File: src/rtl/fetch_group_frontend_pkg.sv
// Shared definitions for the fetch-group frontend.
// Contents: exception codes, the reset PC default, the metadata stage
// record carried alongside instruction memory data, and a lane-count helper.
package fetch_group_frontend_pkg;

    // Widest supported fetch group; narrower groups leave upper mask bits at 0.
    localparam int MAX_FETCH_W = 4;

    localparam logic [31:0] RESET_PC_DEFAULT  = 32'h0000_0400;
    localparam logic [7:0]  EXC_NONE          = 8'h00;
    localparam logic [7:0]  EXC_MISALIGNED_PC = 8'h84;

    // One metadata pipeline entry: lane mask, exact PC of the first valid
    // lane, slot id of the first valid lane, and group exception code.
    typedef struct packed {
        logic [MAX_FETCH_W-1:0] mask;
        logic [31:0]            pc;
        logic [31:0]            slot_id;
        logic [7:0]             exc;
    } meta_t;

    // Number of valid lanes in a mask, widened to the slot id width.
    function automatic logic [31:0] lane_count(input logic [MAX_FETCH_W-1:0] m);
        logic [31:0] n;
        n = 32'd0;
        for (int i = 0; i < MAX_FETCH_W; i++) begin
            n = n + {31'd0, m[i]};
        end
        return n;
    endfunction

endpackage

File: src/rtl/fetch_group_frontend_if.sv
// Bundle of control/redirect inputs and fetch/decode outputs of the frontend.
// Signal names carry i_/o_ from the frontend's point of view.
//   slave  : the frontend itself
//   master : the environment (redirect sources, decode queue, memory, bench)
interface fetch_group_frontend_if #(
    parameter int FETCH_W = 2
);
    logic                i_clk_en;
    logic                i_stall;
    logic                i_branch;
    logic [31:0]         i_branch_tgt;
    logic                i_interrupt;
    logic [31:0]         i_interrupt_vector;
    logic                i_rfe_in_wb;
    logic [31:0]         i_epc;
    logic                i_flush;
    logic [7:0]          i_exc_tlb;
    logic [31:0]         o_fetch_addr;
    logic                o_fetch_req;
    logic [FETCH_W-1:0]  o_out_valid;
    logic [31:0]         o_out_pc;
    logic [31:0]         o_out_slot_id;
    logic [7:0]          o_out_exc;

    modport slave (
        input  i_clk_en, i_stall, i_branch, i_branch_tgt, i_interrupt,
               i_interrupt_vector, i_rfe_in_wb, i_epc, i_flush, i_exc_tlb,
        output o_fetch_addr, o_fetch_req, o_out_valid, o_out_pc,
               o_out_slot_id, o_out_exc
    );

    modport master (
        output i_clk_en, i_stall, i_branch, i_branch_tgt, i_interrupt,
               i_interrupt_vector, i_rfe_in_wb, i_epc, i_flush, i_exc_tlb,
        input  o_fetch_addr, o_fetch_req, o_out_valid, o_out_pc,
               o_out_slot_id, o_out_exc
    );
endinterface

File: src/rtl/fetch_group_frontend_meta_stage.sv
// fetch_meta_stage: one register of the fetch metadata pipe.
// Ports: clk, rst (sync, active-high), i_en (advance), i_flush (kill mask),
//        i_exc_tlb (TLB exception, used only when MERGE_EXC is set),
//        i_d (previous stage record), o_q (this stage record).
module fetch_meta_stage
    import fetch_group_frontend_pkg::*;
#(
    parameter bit          MERGE_EXC = 1'b0,
    parameter logic [31:0] RESET_PC  = RESET_PC_DEFAULT
) (
    input  logic       clk,
    input  logic       rst,
    input  logic       i_en,
    input  logic       i_flush,
    input  logic [7:0] i_exc_tlb,
    input  meta_t      i_d,
    output meta_t      o_q
);
    meta_t r_q;
    meta_t w_nxt;

    // Next record: flush kills the mask; the merge stage attaches the TLB
    // exception only to a real group that has no earlier exception.
    always_comb begin
        w_nxt = i_d;
        if (i_flush) begin
            w_nxt.mask = '0;
        end else begin
            w_nxt.mask = i_d.mask;
        end
        if (MERGE_EXC && (i_d.exc == EXC_NONE)) begin
            if (i_d.mask != '0) begin
                w_nxt.exc = i_exc_tlb;
            end else begin
                w_nxt.exc = EXC_NONE;
            end
        end else begin
            w_nxt.exc = i_d.exc;
        end
    end

    // Stage register; holds whenever the frontend is not enabled.
    always_ff @(posedge clk) begin
        if (rst) begin
            r_q <= '{mask: '0, pc: RESET_PC, slot_id: 32'd0, exc: EXC_NONE};
        end else if (i_en) begin
            r_q <= w_nxt;
        end
    end

    assign o_q = r_q;

endmodule

File: src/rtl/fetch_group_frontend.sv
// fetch_group_frontend: block-aligned group fetch address generation with
// redirect/stall priority, plus a MEM_LAT-deep metadata pipe that keeps lane
// masks, PCs, slot ids and exceptions aligned with instruction memory data.
// Ports: clk, rst (sync, active-high), fg (slave side of the frontend bus:
//        redirects, stall, flush, TLB exception in; fetch address/request and
//        decode-side group metadata out).
module fetch_group_frontend
    import fetch_group_frontend_pkg::*;
#(
    parameter int          FETCH_W  = 2,
    parameter int          MEM_LAT  = 2,
    parameter logic [31:0] RESET_PC = RESET_PC_DEFAULT
) (
    input  logic                  clk,
    input  logic                  rst,
    fetch_group_frontend_if.slave fg
);
    localparam logic [31:0] GROUP_BYTES = 32'(FETCH_W * 4);
    localparam logic [31:0] OFFSET_MASK = GROUP_BYTES - 32'd1;
    localparam logic [31:0] LANE_MASK   = 32'(FETCH_W - 1);

    logic [31:0]            r_pc;
    logic [31:0]            r_slot_seq;
    meta_t                  r_s0;
    logic [31:0]            w_base;
    logic [31:0]            w_lane;
    logic                   w_misaligned;
    logic [MAX_FETCH_W-1:0] w_issue_mask;
    logic [7:0]             w_issue_exc;
    logic                   w_issue_stop;
    logic                   w_issue;
    logic [31:0]            w_pc_nxt;
    logic [31:0]            w_slot_nxt;
    meta_t                  w_s0_nxt;
    meta_t                  w_stage [MEM_LAT+1];
    logic                   w_unused_mask;

    // Group decode of the current pc: a misaligned pc fetches only its own
    // lane, an aligned pc fetches from its lane to the end of the group.
    always_comb begin
        w_base       = r_pc & ~OFFSET_MASK;
        w_lane       = (r_pc >> 2) & LANE_MASK;
        w_misaligned = (r_pc[1:0] != 2'b00);
        w_issue_exc  = w_misaligned ? EXC_MISALIGNED_PC : EXC_NONE;
        w_issue_mask = '0;
        for (int i = 0; i < MAX_FETCH_W; i++) begin
            if (i >= FETCH_W) begin
                w_issue_mask[i] = 1'b0;
            end else if (w_misaligned) begin
                w_issue_mask[i] = (32'(i) == w_lane);
            end else begin
                w_issue_mask[i] = (32'(i) >= w_lane);
            end
        end
    end

    // Redirect/stall priority; every non-issue case loads a bubble that
    // still records the pre-update pc and slot sequence.
    always_comb begin
        w_issue_stop = fg.i_stall && !fg.i_interrupt && !fg.i_rfe_in_wb;
        w_issue      = 1'b0;
        w_pc_nxt     = r_pc;
        w_slot_nxt   = r_slot_seq;
        w_s0_nxt     = '{mask: '0, pc: r_pc, slot_id: r_slot_seq, exc: EXC_NONE};
        if (fg.i_interrupt) begin
            w_pc_nxt = fg.i_interrupt_vector;
        end else if (fg.i_rfe_in_wb) begin
            w_pc_nxt = fg.i_epc;
        end else if (fg.i_branch) begin
            w_pc_nxt = fg.i_branch_tgt;
        end else if (w_issue_stop) begin
            w_pc_nxt = r_pc;
        end else begin
            w_issue        = 1'b1;
            w_s0_nxt.mask  = w_issue_mask;
            w_s0_nxt.exc   = w_issue_exc;
            w_pc_nxt       = w_base + GROUP_BYTES;
            w_slot_nxt     = r_slot_seq + lane_count(w_issue_mask);
        end
    end

    // PC, slot sequence and issue register.
    always_ff @(posedge clk) begin
        if (rst) begin
            r_pc       <= RESET_PC;
            r_slot_seq <= 32'd0;
            r_s0       <= '{mask: '0, pc: RESET_PC, slot_id: 32'd0, exc: EXC_NONE};
        end else if (fg.i_clk_en) begin
            r_pc       <= w_pc_nxt;
            r_slot_seq <= w_slot_nxt;
            r_s0       <= w_s0_nxt;
        end
    end

    assign w_stage[0] = r_s0;

    // Metadata pipe; only the first stage sees the TLB exception.
    for (genvar k = 1; k <= MEM_LAT; k++) begin : g_meta
        fetch_meta_stage #(
            .MERGE_EXC (k == 1),
            .RESET_PC  (RESET_PC)
        ) u_stage (
            .clk       (clk),
            .rst       (rst),
            .i_en      (fg.i_clk_en),
            .i_flush   (fg.i_flush),
            .i_exc_tlb (fg.i_exc_tlb),
            .i_d       (w_stage[k-1]),
            .o_q       (w_stage[k])
        );
    end

    assign fg.o_fetch_addr  = r_pc & ~OFFSET_MASK;
    assign fg.o_fetch_req   = !rst && fg.i_clk_en && w_issue;
    assign fg.o_out_valid   = w_stage[MEM_LAT].mask[FETCH_W-1:0];
    assign fg.o_out_pc      = w_stage[MEM_LAT].pc;
    assign fg.o_out_slot_id = w_stage[MEM_LAT].slot_id;
    assign fg.o_out_exc     = w_stage[MEM_LAT].exc;
    // Lanes above FETCH_W are structurally zero.
    assign w_unused_mask    = |w_stage[MEM_LAT].mask;

endmodule
File: src/flat_wrapper.sv
// flat-port wrapper written by rule: the top's interface ports become plain ports
module fetch_group_frontend_flat import fetch_group_frontend_pkg::*;
#(
    parameter int          FETCH_W  = 2,
    parameter int          MEM_LAT  = 2,
    parameter logic [31:0] RESET_PC = RESET_PC_DEFAULT
)
  (clk, rst, fg_i_clk_en, fg_i_stall, fg_i_branch, fg_i_branch_tgt, fg_i_interrupt, fg_i_interrupt_vector, fg_i_rfe_in_wb, fg_i_epc, fg_i_flush, fg_i_exc_tlb, fg_o_fetch_addr, fg_o_fetch_req, fg_o_out_valid, fg_o_out_pc, fg_o_out_slot_id, fg_o_out_exc);
  fetch_group_frontend_if #(.FETCH_W(FETCH_W)) fg_i ();
  input  logic clk;
  input  logic rst;
  input wire logic [$bits(fg_i.i_clk_en)-1:0] fg_i_clk_en;
  input wire logic [$bits(fg_i.i_stall)-1:0] fg_i_stall;
  input wire logic [$bits(fg_i.i_branch)-1:0] fg_i_branch;
  input wire logic [$bits(fg_i.i_branch_tgt)-1:0] fg_i_branch_tgt;
  input wire logic [$bits(fg_i.i_interrupt)-1:0] fg_i_interrupt;
  input wire logic [$bits(fg_i.i_interrupt_vector)-1:0] fg_i_interrupt_vector;
  input wire logic [$bits(fg_i.i_rfe_in_wb)-1:0] fg_i_rfe_in_wb;
  input wire logic [$bits(fg_i.i_epc)-1:0] fg_i_epc;
  input wire logic [$bits(fg_i.i_flush)-1:0] fg_i_flush;
  input wire logic [$bits(fg_i.i_exc_tlb)-1:0] fg_i_exc_tlb;
  output wire logic [$bits(fg_i.o_fetch_addr)-1:0] fg_o_fetch_addr;
  output wire logic [$bits(fg_i.o_fetch_req)-1:0] fg_o_fetch_req;
  output wire logic [$bits(fg_i.o_out_valid)-1:0] fg_o_out_valid;
  output wire logic [$bits(fg_i.o_out_pc)-1:0] fg_o_out_pc;
  output wire logic [$bits(fg_i.o_out_slot_id)-1:0] fg_o_out_slot_id;
  output wire logic [$bits(fg_i.o_out_exc)-1:0] fg_o_out_exc;
  assign fg_i.i_clk_en = fg_i_clk_en;
  assign fg_i.i_stall = fg_i_stall;
  assign fg_i.i_branch = fg_i_branch;
  assign fg_i.i_branch_tgt = fg_i_branch_tgt;
  assign fg_i.i_interrupt = fg_i_interrupt;
  assign fg_i.i_interrupt_vector = fg_i_interrupt_vector;
  assign fg_i.i_rfe_in_wb = fg_i_rfe_in_wb;
  assign fg_i.i_epc = fg_i_epc;
  assign fg_i.i_flush = fg_i_flush;
  assign fg_i.i_exc_tlb = fg_i_exc_tlb;
  assign fg_o_fetch_addr = fg_i.o_fetch_addr;
  assign fg_o_fetch_req = fg_i.o_fetch_req;
  assign fg_o_out_valid = fg_i.o_out_valid;
  assign fg_o_out_pc = fg_i.o_out_pc;
  assign fg_o_out_slot_id = fg_i.o_out_slot_id;
  assign fg_o_out_exc = fg_i.o_out_exc;
  fetch_group_frontend #(.FETCH_W(FETCH_W), .MEM_LAT(MEM_LAT), .RESET_PC(RESET_PC)) u_core (.clk(clk), .rst(rst), .fg(fg_i));
endmodule
File: config.mk
export PLATFORM = sky130hd
export DESIGN_NAME = fetch_group_frontend_flat
export DESIGN_NICKNAME = d
export VERILOG_FILES = /design/src/rtl/fetch_group_frontend_pkg.sv /design/src/rtl/fetch_group_frontend_if.sv /design/src/rtl/fetch_group_frontend_meta_stage.sv /design/src/rtl/fetch_group_frontend.sv /design/src/flat_wrapper.sv
export SDC_FILE = /design/constraint.sdc
export NUM_CORES = 1
export LEC_CHECK = 0
export BUFFER_PORTS_ARGS = -buffer_cell sky130_fd_sc_hd__buf_2
export CAP_MARGIN = 10
export CORE_UTILIZATION = 40
export DETAILED_ROUTE_END_ITERATION = 6
export GPL_ROUTABILITY_DRIVEN = 0
export GPL_TIMING_DRIVEN = 0
export SYNTH_ARGS = -nofsm -noshare
export SYNTH_HDL_FRONTEND = slang
export SYNTH_SLANG_ARGS = --single-unit
File: constraint.sdc
create_clock -name clk -period 4.4 [get_ports clk]
set_input_delay 0.44 -clock clk [delete_from_list [all_inputs] [get_ports clk]]
set_output_delay 0.44 -clock clk [all_outputs]
set_load 0.1 [all_outputs]
Word level (Yosys, flattened, before mapping)
Cells that the tools add are included.
{"block": "totals", "regBits": 288, "in_bits": 112, "out_inout_bits": 107, "elab_cells": 60}
{"block": "op_classes", "n_addsub": 3, "order_cmp": 2, "eq_ne": 1, "mux": 23, "bitwise_logic": 4, "reduce_logical": 13}
{"operator": "$mux 32", "count": 4}
{"operator": "$mux 8", "count": 7}
{"operator": "$add 32x32->32", "count": 1}
{"operator": "$add 32x4->32 const B", "count": 1}
{"operator": "$logic_not 32->1", "count": 1}
{"operator": "$mux 4", "count": 3}
{"operator": "$logic_not 8->1", "count": 1}
{"operator": "$mux 1", "count": 6}
{"operator": "$mux 2", "count": 3}
{"operator": "$reduce_and 5->1", "count": 1}
{"operator": "$logic_and 1x1->1", "count": 4}
{"operator": "$ne 4x4->1 const B", "count": 1}
{"operator": "$not 1->1", "count": 4}
{"operator": "$reduce_bool 4->1", "count": 1}
{"operator": "$logic_not 1->1", "count": 3}
{"operator": "$add 1x1->2", "count": 1}
{"operator": "$ge 1x1->1 const A", "count": 2}
{"operator": "$reduce_and 2->1", "count": 1}
{"operator": "$reduce_bool 2->1", "count": 1}

Logic depth before layout (Yosys ltp)
{"block": "logic_depth", "depth_word": 8, "mapped_depth": 9, "depth_no_buf": 8}

Hierarchy
Synthesis repeated with hierarchy kept, for this count alone.
{"block": "hier_totals", "cells_unflattened": 1317, "area_unflattened_um2": 12291.8}
{"module": "fetch_group_frontend", "n_inst": 1, "cells_each": 779, "area_per_inst_um2": 6632.6, "seq_area_each_um2": 2622.5}
{"module": "fetch_meta_stage at u_core.g_meta[1].u_stage", "n_inst": 1, "cells_each": 289, "area_per_inst_um2": 2906.5, "seq_area_each_um2": 1521.5}
{"module": "fetch_meta_stage at u_core.g_meta[2].u_stage", "n_inst": 1, "cells_each": 249, "area_per_inst_um2": 2752.6, "seq_area_each_um2": 1521.5}

Least setup slack after synthesis
Ideal clock, no wire load.
{"block": "synth_timing", "path_kind": "input to output", "start": "in fg_i_branch", "end": "out fg_o_fetch_req", "arrival_ns": 2.389, "required_time_ns": 3.960, "path_slack_ns": 1.571, "cell_stages": 4, "path_buffers": 1, "cell_sequence": "buf_2 nor3b_2 nand2_1 nor2_1"}
{"block": "synth_via", "elab_chain_len": 4}
{"element": "start: declaration", "line_no": "flat_wrapper.sv:14", "rtl": "input wire logic [$bits(fg_i.i_branch)-1:0] fg_i_branch;"}
{"element": "$mux 1", "line_no": "fetch_group_frontend.sv:69", "rtl": "end else if (fg.i_branch) begin"}
{"element": "$mux 1", "line_no": "fetch_group_frontend.sv:67", "rtl": "end else if (fg.i_rfe_in_wb) begin"}
{"element": "$mux 1", "line_no": "fetch_group_frontend.sv:65", "rtl": "if (fg.i_interrupt) begin"}
{"element": "$logic_and 1x1->1", "line_no": "fetch_group_frontend.sv:114", "rtl": "assign fg.o_fetch_req = !rst && fg.i_clk_en && w_issue;"}
{"element": "end: declaration", "line_no": "flat_wrapper.sv:23", "rtl": "output wire logic [$bits(fg_i.o_fetch_req)-1:0] fg_o_fetch_req;"}
No other way between the ends.

Worst setup path in the final report
{"block": "layout_timing", "start": "in rst", "end": "out fg_o_fetch_req"}
{"block": "layout_via", "elab_chain_len": 3}
{"element": "start: declaration", "line_no": "flat_wrapper.sv:11", "rtl": "input logic rst;"}
{"element": "$logic_not 1->1", "line_no": "fetch_group_frontend.sv:114"}
{"element": "$logic_and 1x1->1 (2 in a row)", "line_no": "fetch_group_frontend.sv:114"}
No other way between the ends.

==> metrics.cfg <==
[timing]
setup_viol=0
finalHoldViolations=0
clock_skew_ps=12.4
worst_slew_pin_slew_ps=1090
report.final.slew_viol_count=0
relSlewSlack_pct=26.8
final.setup.tns_ps=0
rsz0062_at_grt=false
fmax_ghz=0.301
min_period_ps=3320
period_share_pct=75.4

[floorplan]
rows=62
dieWidth_um=174
ios=219
start_util_pct=41.1
coreArea_mm2=0.0289
die_y_um=174
die_area_mm2=0.0304

[power]
leakagePower_uw=0.00650
report.power.total_uw=5910
ir_worst_vdd_mv=0.264
power.density_mw_per_mm2=409

[drt]
drc=0
viasPerCell=5.25
ant_nets=0
dr.pass1.iters=5
first_iter_violations=841
wl_per_cell_um=18.3
routed_wl_um=35700
vias=10200

[clocking]
clkLatencyLatePin_ps=540
numCtsBuffers=29
cts_tree=built
root_buffer=clkbuf_16
clk_pin_slew_ps=60
cts_sinks=279
post_cts_resized=0
postCtsSetupBuffers=0
ctsHoldBuffers=0
cts.path.max_buffers=3
htree_levels=1

[global_route]
grt-ovfl-total=0
grt_pass1_wl_um=55100
antenna_found_initial=4
grt_pass1_vias=9771
grt_max_degree=14
globalRouteTotalUtil_pct=23.1

[setup_path]
path_max_fanout=10
cp.required_ps=3960
cp-start-kind=primary input
crit_path_end_kind=primary output
criticalPathCategory=primary input to primary output
arrival_ps=2880

[layout]
final_cell_mix=nor2_1 (282), dfxtp_1 (279), buf_2 (225), mux2i_1 (210)
drive_above_1_share_pct=20.5
nets=1656
area_delta_synth_final_pct=21.6
final_common_cell=nor2_1

[placement]
hpwlAfterDp_um=26400
io_buffers=212

[job]
drv_cap=0

[synthesis]
syn_inst=1295
synth_seq_cells=279
ys_warn_count=0
synth_area_mm2=0.0119
synth.distinct_cells=63
syn_area_per_cell_um2=9.18
synthArstFlopShare_pct=0
synth_edf_count=0
synth_seq_area_share_pct=47.0
synthFlopType=dfxtp_1

[min_path]
hold_class=primary input to flop

[run_status]
status=finished clean

## report_power, final
part           switching, uW  leakage, uW  total, uW  internal (uW)
Combinational            470      0.00374        674            203
Sequential              57.6      0.00226       2630           2570
Clock                   1010     0.000506       2610           1600
Total                   1530      0.00650       5910           4370
## per-stage QoR
step	std cells	instance area (um2)	hold WS, ps	worst slack, ps	util [%]
after global routing	1947	14500	123	979	49.9
after global placement	1893	13400	453	1120	46.4
after CTS	1946	14400	114	1110	49.9
final	1948	14500	135	1080	49.9
after floorplan	1297	11900	441	1570	-
after detailed placement	1893	13400	459	1110	46.4
## flip-flops by register name, indices dropped and copies added (netlist names)
signal	flops
u_core.g_meta.u_stage.o_q	148
u_core.r_pc	32
u_core.r_s0	67
u_core.r_slot_seq	32
## critical path, stage by stage
cell and delay, ps:
buf_2 200, clkbuf_1 410, clkbuf_1 640, clkbuf_1 640, nor2_1 190, buf_2 340
## area by class of cell
cell class | instances | area, um2
Antenna cell | 2 | 5.00
Buffer | 118 | 592
Clock buffer | 41 | 831
Clock inverter | 12 | 185
Fill cell | 2806 | 14500
Inverter | 17 | 63.8
Multi-Input combinational cell | 883 | 5650
Sequential cell | 279 | 5590
Tap cell | 384 | 480
Timing Repair Buffer | 212 | 1060
## per-layer routing
metal	track usage [%]	up-vias	share of wire [%]
met5	0	-	0.050
met4	8.77	4	3.4
met3	4.31	73	7.1
met2	35.7	377	43
met1	31.7	4789	46
li1	-	4992	-
## synthesized netlist by cell type, types with 5 or more instances
library cell / count / area share [%]
mux2i_1: 210 / 18
and3_1: 11 / 0.58
o21ai_0: 25 / 1.1
dfxtp_1: 279 / 47
or3_1: 10 / 0.53
o211ai_1: 12 / 0.76
o22ai_1: 12 / 0.63
and2_1: 5 / 0.26
xor2_1: 17 / 1.3
or4_1: 9 / 0.57
xnor2_1: 8 / 0.59
nand3_1: 34 / 1.4
nor4_1: 8 / 0.42
clkbuf_1: 43 / 1.4
a22oi_1: 8 / 0.51
buf_2: 13 / 0.55
buf_4: 33 / 2.1
nor3_1: 24 / 1.0
inv_1: 15 / 0.47
buf_1: 27 / 0.85
a21oi_1: 47 / 2.0
nand2_1: 49 / 1.5
a221oi_1: 22 / 1.6
and4_1: 8 / 0.59
nand2b_1: 7 / 0.37
nand4_1: 20 / 1.1
a211oi_1: 6 / 0.38
nor2_1: 282 / 8.9
## cells by family (layout without fill, tap and decap cells)
family	Yosys count	after routing	synth area share, %
simple gates	485	485	18.8
xor+xnor	25	25	1.84
other cells	1	5	0.0316
mux	210	210	17.7
fa+ha+maj	4	4	0.484
flops	279	279	47.0
compound gates	156	156	8.67
buf+inv	135	400	5.52
## final timing paths
kind / from / cells past startpoint / end / slack (ps)
worst max-delay path: rst / 6 / fg_o_fetch_req / 1080
worst min-delay path: fg_i_exc_tlb[0] / 3 / u_core.g_meta[1].u_stage.o_q[0] / 140
worst max register to register: u_core.r_pc[2] / 7 / u_core.r_slot_seq[22] / 1780
worst min register to register: u_core.g_meta[2].u_stage.o_q[50] / 2 / u_core.g_meta[2].u_stage.o_q[50] / 470
(Power assumes the default switching activity.)
